===== src/rtl/enc_pkg.sv =====
// Shared constants and state type for the HDC encoder sequencing controller.
package enc_pkg;

  localparam int SEQ_CYCLE_COUNT = 4;
  localparam int CTR_W           = 2;
  localparam int BIND_LAT        = 1;
  localparam int CNT_W           = 16;
  localparam int HV_DIM          = 1024;
  localparam int FEATURE_COUNT   = 64;

  typedef enum logic [1:0] {
    IDLE   = 2'd0,
    BIND   = 2'd1,
    BUNDLE = 2'd2,
    HOLD   = 2'd3
  } enc_state_e;

endpackage


===== src/rtl/enc_seq_ctrl_if.sv =====
// Requester, encoder-control and hypervector handshake bundle of the sequencing controller.
interface enc_seq_ctrl_if #(
  parameter int CTR_W = enc_pkg::CTR_W,
  parameter int CNT_W = enc_pkg::CNT_W
) ();

  logic             en;
  logic             train_req;
  logic             test_req;
  logic             train_ack;
  logic             test_ack;
  logic             start_encoding;
  logic             bundling_features;
  logic [CTR_W-1:0] ctr;
  logic             testing_hdc_model;
  logic             hv_valid;
  logic             hv_ready;
  logic             busy;
  logic [CNT_W-1:0] sample_count;

  modport master (
    input  en, train_req, test_req, hv_ready,
    output train_ack, test_ack, start_encoding, bundling_features, ctr,
           testing_hdc_model, hv_valid, busy, sample_count
  );

  modport slave (
    output en, train_req, test_req, hv_ready,
    input  train_ack, test_ack, start_encoding, bundling_features, ctr,
           testing_hdc_model, hv_valid, busy, sample_count
  );

endinterface


===== src/rtl/enc_rr_arb.sv =====
// Two-way round-robin arbiter; bit 0 = train, bit 1 = test. The pointer only
// moves when the grant is actually taken (accept high and a request present).
module enc_rr_arb (
  input  logic       clk,
  input  logic       rst,
  input  logic [1:0] req,
  input  logic       accept,
  output logic [1:0] gnt
);

  logic prio_test_q;
  logic prio_test_d;

  always_comb begin
    gnt         = 2'b00;
    prio_test_d = prio_test_q;
    if (accept) begin
      unique case (req)
        2'b01:   gnt = 2'b01;
        2'b10:   gnt = 2'b10;
        2'b11:   gnt = prio_test_q ? 2'b10 : 2'b01;
        default: gnt = 2'b00;
      endcase
      // Point at whichever side lost or was absent, even with a single requester.
      if (|gnt) prio_test_d = gnt[0];
    end
  end

  always_ff @(posedge clk) begin
    if (rst) prio_test_q <= 1'b0;
    else     prio_test_q <= prio_test_d;
  end

endmodule


===== src/rtl/enc_seq_ctrl.sv =====
// Sequencing controller for the time-multiplexed HDC encoder: arbitrates train/test
// requests, steps binder and bundler passes, and hands the result downstream.
module enc_seq_ctrl
  import enc_pkg::*;
#(
  parameter int SEQ_CYCLE_COUNT = enc_pkg::SEQ_CYCLE_COUNT,
  parameter int CTR_W           = enc_pkg::CTR_W,
  parameter int BIND_LAT        = enc_pkg::BIND_LAT,
  parameter int CNT_W           = enc_pkg::CNT_W
) (
  input  logic           clk,
  input  logic           nrst,
  enc_seq_ctrl_if.master bus
);

  localparam int BIND_W = (BIND_LAT > 1) ? $clog2(BIND_LAT) : 1;

  enc_state_e       state_q, state_d;
  logic [CTR_W-1:0] ctr_q, ctr_d;
  logic [BIND_W-1:0] bind_cnt_q, bind_cnt_d;
  logic             train_ack_q, train_ack_d;
  logic             test_ack_q, test_ack_d;
  logic             start_q, start_d;
  logic             bund_q, bund_d;
  logic             testing_q, testing_d;
  logic             hv_valid_q, hv_valid_d;
  logic             busy_q, busy_d;
  logic [CNT_W-1:0] count_q, count_d;

  logic       arb_accept;
  logic [1:0] gnt;

  assign arb_accept = (state_q == IDLE) && bus.en;

  enc_rr_arb u_arb (
    .clk    (clk),
    .rst    (nrst),
    .req    ({bus.test_req, bus.train_req}),
    .accept (arb_accept),
    .gnt    (gnt)
  );

  always_comb begin
    state_d     = state_q;
    ctr_d       = ctr_q;
    bind_cnt_d  = bind_cnt_q;
    train_ack_d = 1'b0;
    test_ack_d  = 1'b0;
    start_d     = 1'b0;
    bund_d      = 1'b0;
    testing_d   = testing_q;
    count_d     = count_q;

    unique case (state_q)
      IDLE: begin
        testing_d = 1'b0;
        ctr_d     = '0;
        if (|gnt) begin
          state_d     = BIND;
          bind_cnt_d  = '0;
          train_ack_d = gnt[0];
          test_ack_d  = gnt[1];
          start_d     = 1'b1;
          testing_d   = gnt[1];
        end
      end
      BIND: begin
        if (bus.en) begin
          if (bind_cnt_q == BIND_W'(BIND_LAT - 1)) begin
            state_d = BUNDLE;
            ctr_d   = '0;
            bund_d  = 1'b1;
          end else begin
            bind_cnt_d = bind_cnt_q + 1'b1;
          end
        end
      end
      BUNDLE: begin
        // A stalled cycle keeps ctr and drops bundling so the slice is captured once.
        if (bus.en) begin
          if (ctr_q == CTR_W'(SEQ_CYCLE_COUNT - 1)) begin
            state_d = HOLD;
            ctr_d   = '0;
          end else begin
            ctr_d  = ctr_q + 1'b1;
            bund_d = 1'b1;
          end
        end
      end
      HOLD: begin
        if (bus.hv_ready) begin
          state_d   = IDLE;
          count_d   = count_q + 1'b1;
          testing_d = 1'b0;
        end
      end
      default: state_d = IDLE;
    endcase

    hv_valid_d = (state_d == HOLD);
    busy_d     = (state_d != IDLE);
  end

  always_ff @(posedge clk) begin
    if (nrst) begin
      state_q     <= IDLE;
      ctr_q       <= '0;
      bind_cnt_q  <= '0;
      train_ack_q <= 1'b0;
      test_ack_q  <= 1'b0;
      start_q     <= 1'b0;
      bund_q      <= 1'b0;
      testing_q   <= 1'b0;
      hv_valid_q  <= 1'b0;
      busy_q      <= 1'b0;
      count_q     <= '0;
    end else begin
      state_q     <= state_d;
      ctr_q       <= ctr_d;
      bind_cnt_q  <= bind_cnt_d;
      train_ack_q <= train_ack_d;
      test_ack_q  <= test_ack_d;
      start_q     <= start_d;
      bund_q      <= bund_d;
      testing_q   <= testing_d;
      hv_valid_q  <= hv_valid_d;
      busy_q      <= busy_d;
      count_q     <= count_d;
    end
  end

  assign bus.train_ack         = train_ack_q;
  assign bus.test_ack          = test_ack_q;
  assign bus.start_encoding    = start_q;
  assign bus.bundling_features = bund_q;
  assign bus.ctr               = ctr_q;
  assign bus.testing_hdc_model = testing_q;
  assign bus.hv_valid          = hv_valid_q;
  assign bus.busy              = busy_q;
  assign bus.sample_count      = count_q;

endmodule

===== src/flat_wrapper.sv =====
// flat-port wrapper written by rule: the top's interface ports become plain ports
module enc_seq_ctrl_flat import enc_pkg::*;
#(
  parameter int SEQ_CYCLE_COUNT = enc_pkg::SEQ_CYCLE_COUNT,
  parameter int CTR_W           = enc_pkg::CTR_W,
  parameter int BIND_LAT        = enc_pkg::BIND_LAT,
  parameter int CNT_W           = enc_pkg::CNT_W
)
  (clk, nrst, bus_en, bus_train_req, bus_test_req, bus_hv_ready, bus_train_ack, bus_test_ack, bus_start_encoding, bus_bundling_features, bus_ctr, bus_testing_hdc_model, bus_hv_valid, bus_busy, bus_sample_count);
  enc_seq_ctrl_if #(.CTR_W(CTR_W), .CNT_W(CNT_W)) bus_i ();
  input  logic clk;
  input  logic nrst;
  input wire logic [$bits(bus_i.en)-1:0] bus_en;
  input wire logic [$bits(bus_i.train_req)-1:0] bus_train_req;
  input wire logic [$bits(bus_i.test_req)-1:0] bus_test_req;
  input wire logic [$bits(bus_i.hv_ready)-1:0] bus_hv_ready;
  output wire logic [$bits(bus_i.train_ack)-1:0] bus_train_ack;
  output wire logic [$bits(bus_i.test_ack)-1:0] bus_test_ack;
  output wire logic [$bits(bus_i.start_encoding)-1:0] bus_start_encoding;
  output wire logic [$bits(bus_i.bundling_features)-1:0] bus_bundling_features;
  output wire logic [$bits(bus_i.ctr)-1:0] bus_ctr;
  output wire logic [$bits(bus_i.testing_hdc_model)-1:0] bus_testing_hdc_model;
  output wire logic [$bits(bus_i.hv_valid)-1:0] bus_hv_valid;
  output wire logic [$bits(bus_i.busy)-1:0] bus_busy;
  output wire logic [$bits(bus_i.sample_count)-1:0] bus_sample_count;
  assign bus_i.en = bus_en;
  assign bus_i.train_req = bus_train_req;
  assign bus_i.test_req = bus_test_req;
  assign bus_i.hv_ready = bus_hv_ready;
  assign bus_train_ack = bus_i.train_ack;
  assign bus_test_ack = bus_i.test_ack;
  assign bus_start_encoding = bus_i.start_encoding;
  assign bus_bundling_features = bus_i.bundling_features;
  assign bus_ctr = bus_i.ctr;
  assign bus_testing_hdc_model = bus_i.testing_hdc_model;
  assign bus_hv_valid = bus_i.hv_valid;
  assign bus_busy = bus_i.busy;
  assign bus_sample_count = bus_i.sample_count;
  enc_seq_ctrl #(.SEQ_CYCLE_COUNT(SEQ_CYCLE_COUNT), .CTR_W(CTR_W), .BIND_LAT(BIND_LAT), .CNT_W(CNT_W)) u_core (.clk(clk), .nrst(nrst), .bus(bus_i));
endmodule

===== config.mk =====
export PLATFORM = sky130hd
export DESIGN_NAME = enc_seq_ctrl_flat
export DESIGN_NICKNAME = d
export VERILOG_FILES = /design/src/rtl/enc_pkg.sv /design/src/rtl/enc_seq_ctrl_if.sv /design/src/rtl/enc_rr_arb.sv /design/src/rtl/enc_seq_ctrl.sv /design/src/flat_wrapper.sv
export SDC_FILE = /design/constraint.sdc
export NUM_CORES = 1
export LEC_CHECK = 0
export ABC_AREA = 1
export CORE_ASPECT_RATIO = 1.2
export CORE_MARGIN = 2
export CORE_UTILIZATION = 54
export DETAILED_ROUTE_END_ITERATION = 16
export PLACE_DENSITY = 0.84
export SETUP_SLACK_MARGIN = 0.4
export SLEW_MARGIN = 20
export SYNTH_ARGS = -nofsm -noshare
export SYNTH_HDL_FRONTEND = slang
export SYNTH_SLANG_ARGS = --single-unit

===== constraint.sdc =====
create_clock -name clk -period 2.7 [get_ports clk]
set_input_delay 0.81 -clock clk [delete_from_list [all_inputs] [get_ports clk]]
set_output_delay 0.81 -clock clk [all_outputs]
set_load 0.1 [all_outputs]

==> results.sh <==
export IMPL_grt_max_degree=16
export IMPL_cp_data_arrival_time_ps=1120
export IMPL_synth_seq_cells=28
export IMPL_crit_chain="buf_4"
export IMPL_avgSynthCellArea_um2=7.15
export IMPL_status="finished clean"
export IMPL_hp_start="u_core.bus.sample_count[6]$_SDFFE_PP0P_"
export IMPL_grt_pass1_vias=1089
export IMPL_synth_nets=216
export IMPL_drc=0
export IMPL_core_area_um2=2550
export IMPL_path_buf_inv=1
export IMPL_vdd_ir_drop_max_uv=354
export IMPL_first_iter_violations=28
export IMPL_dp_hpwl_mm=2.18
export IMPL_grt_overflow=0
export IMPL_die_height_um=60.7
export IMPL_hold_buffers=0
export IMPL_cp_max_fo=5
export IMPL_required_ps=1890
export IMPL_final_cell_mix="nand2_1 (40), inv_1 (35), nor2_1 (30)"
export IMPL_wl_mm=2.91
export IMPL_grt_usage=0.201
export IMPL_antenna_found_initial=0
export IMPL_crit_start="u_core.bus.sample_count[1]$_SDFFE_PP0P_"
export IMPL_postCtsSetupBuffers=0
export IMPL_cts_buffers=3
export IMPL_start_kind="register"
export IMPL_power_leakage_nw=0.869
export IMPL_max_freq_mhz=519
export IMPL_dr_pass1_iters=4
export IMPL_netlist_top_cells_area="dfxtp_1 (39%), nand2_1 (10%), inv_1 (9.1%)"
export IMPL_crit_family="flip-flops"
export IMPL_synth_top_area_share=0.388
export IMPL_crit_slowest_cell="dfxtp_1"
export IMPL_postRouteAntennaNets=0
export IMPL_ys_types=26
export IMPL_grt_pass1_wl_mm=4.71
export IMPL_routedWlPerCell_um=10.9
export IMPL_rsz0062_at_grt="false"
export IMPL_holdCritPathClass="register to register"
export IMPL_start_util=0.566
export IMPL_boundaryPins=31
export IMPL_slew_viol_final=0
export IMPL_max_stage_delay_ps=450
export IMPL_synth_cells=202
export IMPL_worstSetupPathType="register to primary output"
export IMPL_fin_crit_sh=0.713
export IMPL_cts_max_level=1
export IMPL_drive_above_1_share=0.191
export IMPL_power_per_cell_area_nw_per_um2=443
export IMPL_setup_ws_ps=774
export IMPL_finalSetupViolCount=0
export IMPL_yosysTopAreaCell="dfxtp_1"
export IMPL_finClkSkew_ps=9.24
export IMPL_cts_tree="built"
export IMPL_root_buffer="clkbuf_4"
export IMPL_maxCapViolCount=0
export IMPL_die_area_um2=3110
export IMPL_cts_repair_resized=0
export IMPL_synth_area_um2=1450
export IMPL_final_area_um2=1750
export IMPL_fillCellCount=255
export IMPL_clock_sinks=28
export IMPL_via_per_inst=4.86
export IMPL_place_gp_congestion=0.840
export IMPL_layout_commonest_cell="nand2_1"
export IMPL_tns_ps=0
export IMPL_pre_cts_ws_ps=477
export IMPL_worst_pin_slew_ps=483
export IMPL_ys_seq_area_frac=0.388
export IMPL_fin_crit_ps=1930
export IMPL_num_rows=20
export IMPL_r2r_start="u_core.state_q[1]$_SDFF_PP0_"
export IMPL_clkTransAtPathRegs_ps=160
export IMPL_syn_to_final_growth_pct=21.3
export IMPL_place_area_um2=1720
export IMPL_ys_warn_count=0
export IMPL_endpoint_kind="primary output"
export IMPL_timing_slew_headroom=0.677
export IMPL_hold_violations=0
export IMPL_portBuffers=30
export IMPL_clock_latency_ps=340
export IMPL_die_w_um=51.2
export IMPL_vias=1302
export IMPL_diodes=0
export IMPL_clockBufferDepth=2
export IMPL_fin_nets=250
power by group:
| group | switching, W | internal, W |
|---|---|---|
| clock network | 0.000130 | 0.0000828 |
| registers | 0.00000782 | 0.000424 |
| logic | 0.0000965 | 0.0000351 |
synthesized netlist by cell type (all sizes together):
cell and number:
nand2 43, inv 37, nor2 35, dfxtp 28, nand3 14, a21oi 11, ha 8, o21ai 8
nand4 5, nor3 4, nor3b 2, xor2 2, buf 1, clkbuf 1, clkinv 1, nor4 1
o211ai 1
metal layers:
layer  share of wire  up-vias  GRT usage
li1                -      698          -
met1            0.47      570      0.260
met3           0.042        5     0.0246
met2            0.47       29      0.345
met5               0        -          0
met4           0.016        0     0.0789
cell type report:
class / instances / area (um2) / area share
clock buffers: 4 / 36.3 / 0.0207
repair buffers: 31 / 245 / 0.140
flip-flops and latches: 28 / 561 / 0.320
well taps: 33 / 41.3 / 0.0236
multi-input cells: 134 / 726 / 0.414
inverters: 38 / 144 / 0.0821
worst register-to-register path: stages (launching register included):
cell and delay, ps:
dfxtp_1 480, ha_1 280, nand2_4 120, inv_2 80, nand3_2 90, nor2_2 140
nand2_1 90, o21ai_1 140, nor2_1 50
worst paths after layout:
| kind | endpoint | slack (ps) | cells past startpoint |
|---|---|---|---|
| worst max register to register | u_core.bus.sample_count[9]$_SDFFE_PP0P_ | 1160 | 8 |
| worst min register to register | u_core.bus.sample_count[6]$_SDFFE_PP0P_ | 510 | 2 |
| worst min-delay path | u_core.bus.sample_count[6]$_SDFFE_PP0P_ | 510 | 2 |
| worst max-delay path | bus_sample_count[1] | 770 | 1 |
cell families after synthesis:
family	Yosys count	share of synthesized area
AND/OR/NAND/NOR	104	0.350
buffers and inverters	40	0.110
AO/OA/AOI/OAI	20	0.0710
flip-flops	28	0.388
XOR/XNOR	2	0.0121
adder cells (fa/ha/maj)	8	0.0693
per-stage QoR:
stage / hold WS [ps] / instances / power (W) / utilization
finish: 512 / 268 / 0.000776 / 0.687
global route: 548 / 268 / 0.000807 / 0.687
CTS: 513 / 268 / 0.000778 / 0.687
detailed placement: 493 / 264 / 0.000572 / 0.673
global placement: 488 / 264 / 0.000572 / 0.673
floorplan: 453 / 202 / 0.000540 / -
registers in the layout, indices dropped and copies added (netlist names):
name                          count
u_core.bus.bundling_features      1
u_core.bus.busy                   1
u_core.bus.ctr                    2
u_core.bus.hv_valid               1
u_core.bus.sample_count          16
u_core.bus.start_encoding         1
u_core.bus.test_ack               1
u_core.bus.testing_hdc_model      1
u_core.bus.train_ack              1
u_core.state_q                    2
u_core.u_arb.prio_test_q          1
Note: power is estimated with default switching activity, not from simulation.
==> RTL change: new RTL, config.mk and constraints unchanged <==
Reset style: asynchronous (`nrst` and `rst`), changed in 2 clocked blocks.
--- a/src/rtl/enc_rr_arb.sv
+++ b/src/rtl/enc_rr_arb.sv
@@ -26,7 +26,7 @@
     end
   end
 
-  always_ff @(posedge clk) begin
+  always_ff @(posedge clk or posedge rst) begin
     if (rst) prio_test_q <= 1'b0;
     else     prio_test_q <= prio_test_d;
   end
--- a/src/rtl/enc_seq_ctrl.sv
+++ b/src/rtl/enc_seq_ctrl.sv
@@ -101,7 +101,7 @@
     busy_d     = (state_d != IDLE);
   end
 
-  always_ff @(posedge clk) begin
+  always_ff @(posedge clk or posedge nrst) begin
     if (nrst) begin
       state_q     <= IDLE;
       ctr_q       <= '0;
Formal check against the unedited RTL: differs if nrst is asserted again (counterexample within 4 cycles, from zero or initial values and one cycle with nrst high); with nrst held inactive, the same outputs for 10 cycles.
==> RTL change against the original RTL <==
Worst setup slack better by 9.3 ps; die area fell by 0.57%; wire length fell by 6.3%; sequential cell count did not move; synthesized cell count decreased by 17%; first-iteration DRC count fell by 14%; sequential share of layout area grew 8.2 points; highest routed layer unchanged; cell area decreased by 0.43%; synthesized area down 0.61%; critical endpoint is now bus_sample_count[5].
Power is not compared: it rests on default switching activity, and its combinational part moved more than twofold at a synthesized area within 25%.
==> RTL change: results (changes against the original RTL) <==
Run status
  • Status: completed

Placed design
  • GPL Wtd Cong: 0.816 (-2.8%)
  • Placement Setup Slack: 539 ps (+62.7 ps)
  • Post-placement cell area: 1720 um^2 (+0.36%)
  • Dpl cells: 232 (-12%)
  • DP HPWL: 2220 um (+1.9%)

Clock network
  • TritonCTS Buffers: 3 (unchanged)
  • CTS Root Buffer Type: clkbuf_4
  • Setup Buffers After CTS: 0 (unchanged)
  • Clock transition at path regs: 140 ps (-20 ps)
  • Skew-Pair Late Insertion Delay: 310 ps (-30 ps)

Synth
  • Post-synthesis xor/xnor area fraction: 0.0610 (+0.0489)
  • Synth top area cells: dfrtp_1 (49%), nand2_1 (11%), inv_1 (8.1%)
  • Ys async rst share: 1.00 (+1.00)
  • Mux cell area share after synthesis: 0.00784 (+0.00784)
  • Syn avg cell area: 8.55 um^2 (+20%)
  • Seq/Total Area, Yosys: 0.488 (+0.0999)
  • Synthesized Nets: 182 (-16%)
  • Post-synthesis compound-gate area fraction: 0.0383 (-0.0327)
  • Synth cell types: 22 (-15%)
  • Top cells by count, synth: nand2_1 (43), inv_1 (31), dfrtp_1 (28)
  • Post-synthesis adder-cell area fraction: 0.0697 (+0.000422)

Layout
  • Final layout net count: 218 (-13%)
  • Share of layout cells above drive strength 1: 0.188 (-0.00337)
  • Ant. Diodes: 0 (unchanged)
  • Storage element area: 701 um^2 (+25%)
  • Fill count: 212 (-17%)
  • Layout Cells excl Fill: 235 (-12%)

Worst setup path
  • Largest delay share family, worst path: flip-flops
  • Highest-delay cell along the critical path: dfrtp_1
  • CP Launch Point: u_core.bus.sample_count[5]
  • CP peak stage delay: 470 ps (+20 ps)
  • Worst R2R Start: u_core.state_q[0]
  • Max FO, Critical Path: 6 (+1)

Route
  • Wl on met1: 1030 um (-25%)
  • WL met2: 1550 um (+13%)
  • DR WL/cell: 11.6 um (+6.8%)
  • Drt via density: 5.04 (+3.8%)
  • Starting DRC count in detailed routing: 24 (-14%)
  • Uppermost layer routed: met4
  • Metal3 WL: 112 um (-8.2%)

STA
  • Clk_skew: 6.11 ps (-3.13 ps)
  • Slew headroom: 0.766 (+0.0881)
  • Fin. Hold Viols: 0 (unchanged)

GRT
  • GR met2 Demand/Resource: 0.417 (+0.0724)
  • Largest net degree at the start of global routing: 29 (+13)
  • All-Layer GR Usage: 0.201 (about the same)
  • Vias in the first global route: 1228 (+13%)
  • First-pass GRT wire length: 4800 um (+2.1%)
  • Met1 Resource Use GR: 0.207 (-0.0522)
  • GRT met3 Usage: 0.0271 (+0.00246)

Power
  • Leakage: 1.03 nW
  • Clk pwr: 166 uW

Min path
  • Min-delay src: u_core.bus.sample_count[14]
[RTL change: cell types whose count changed after synthesis, moves of 3 or more]
cell     change
dfrtp_1     +28
dfxtp_1     -28
inv_1        -4
nor2_1      -16
xor2_1       +3
nand3_1      -3
a21oi_1      -9
nand2_1      +3
xnor2_1      +5
[RTL change: cell type report]
class                   instances  area share
flip-flops and latches         28       0.401
multi-input cells             108       0.353
repair buffers                 31       0.141
inverters                      32      0.0688
well taps                      33      0.0237
clock buffers                   3      0.0129
[RTL change: worst paths after layout]
kind	endpoint	slack (ps)	cells after the start
worst max-delay path	bus_sample_count[5]	780	1
worst min-delay path	u_core.bus.sample_count[14]	520	2
worst max register to register	u_core.bus.ctr[0]	1090	7
worst min register to register	u_core.bus.sample_count[14]	520	2
max in group asynchronous	u_core.bus.sample_count[7]	1600	3
min in group asynchronous	u_core.bus.busy	830	3
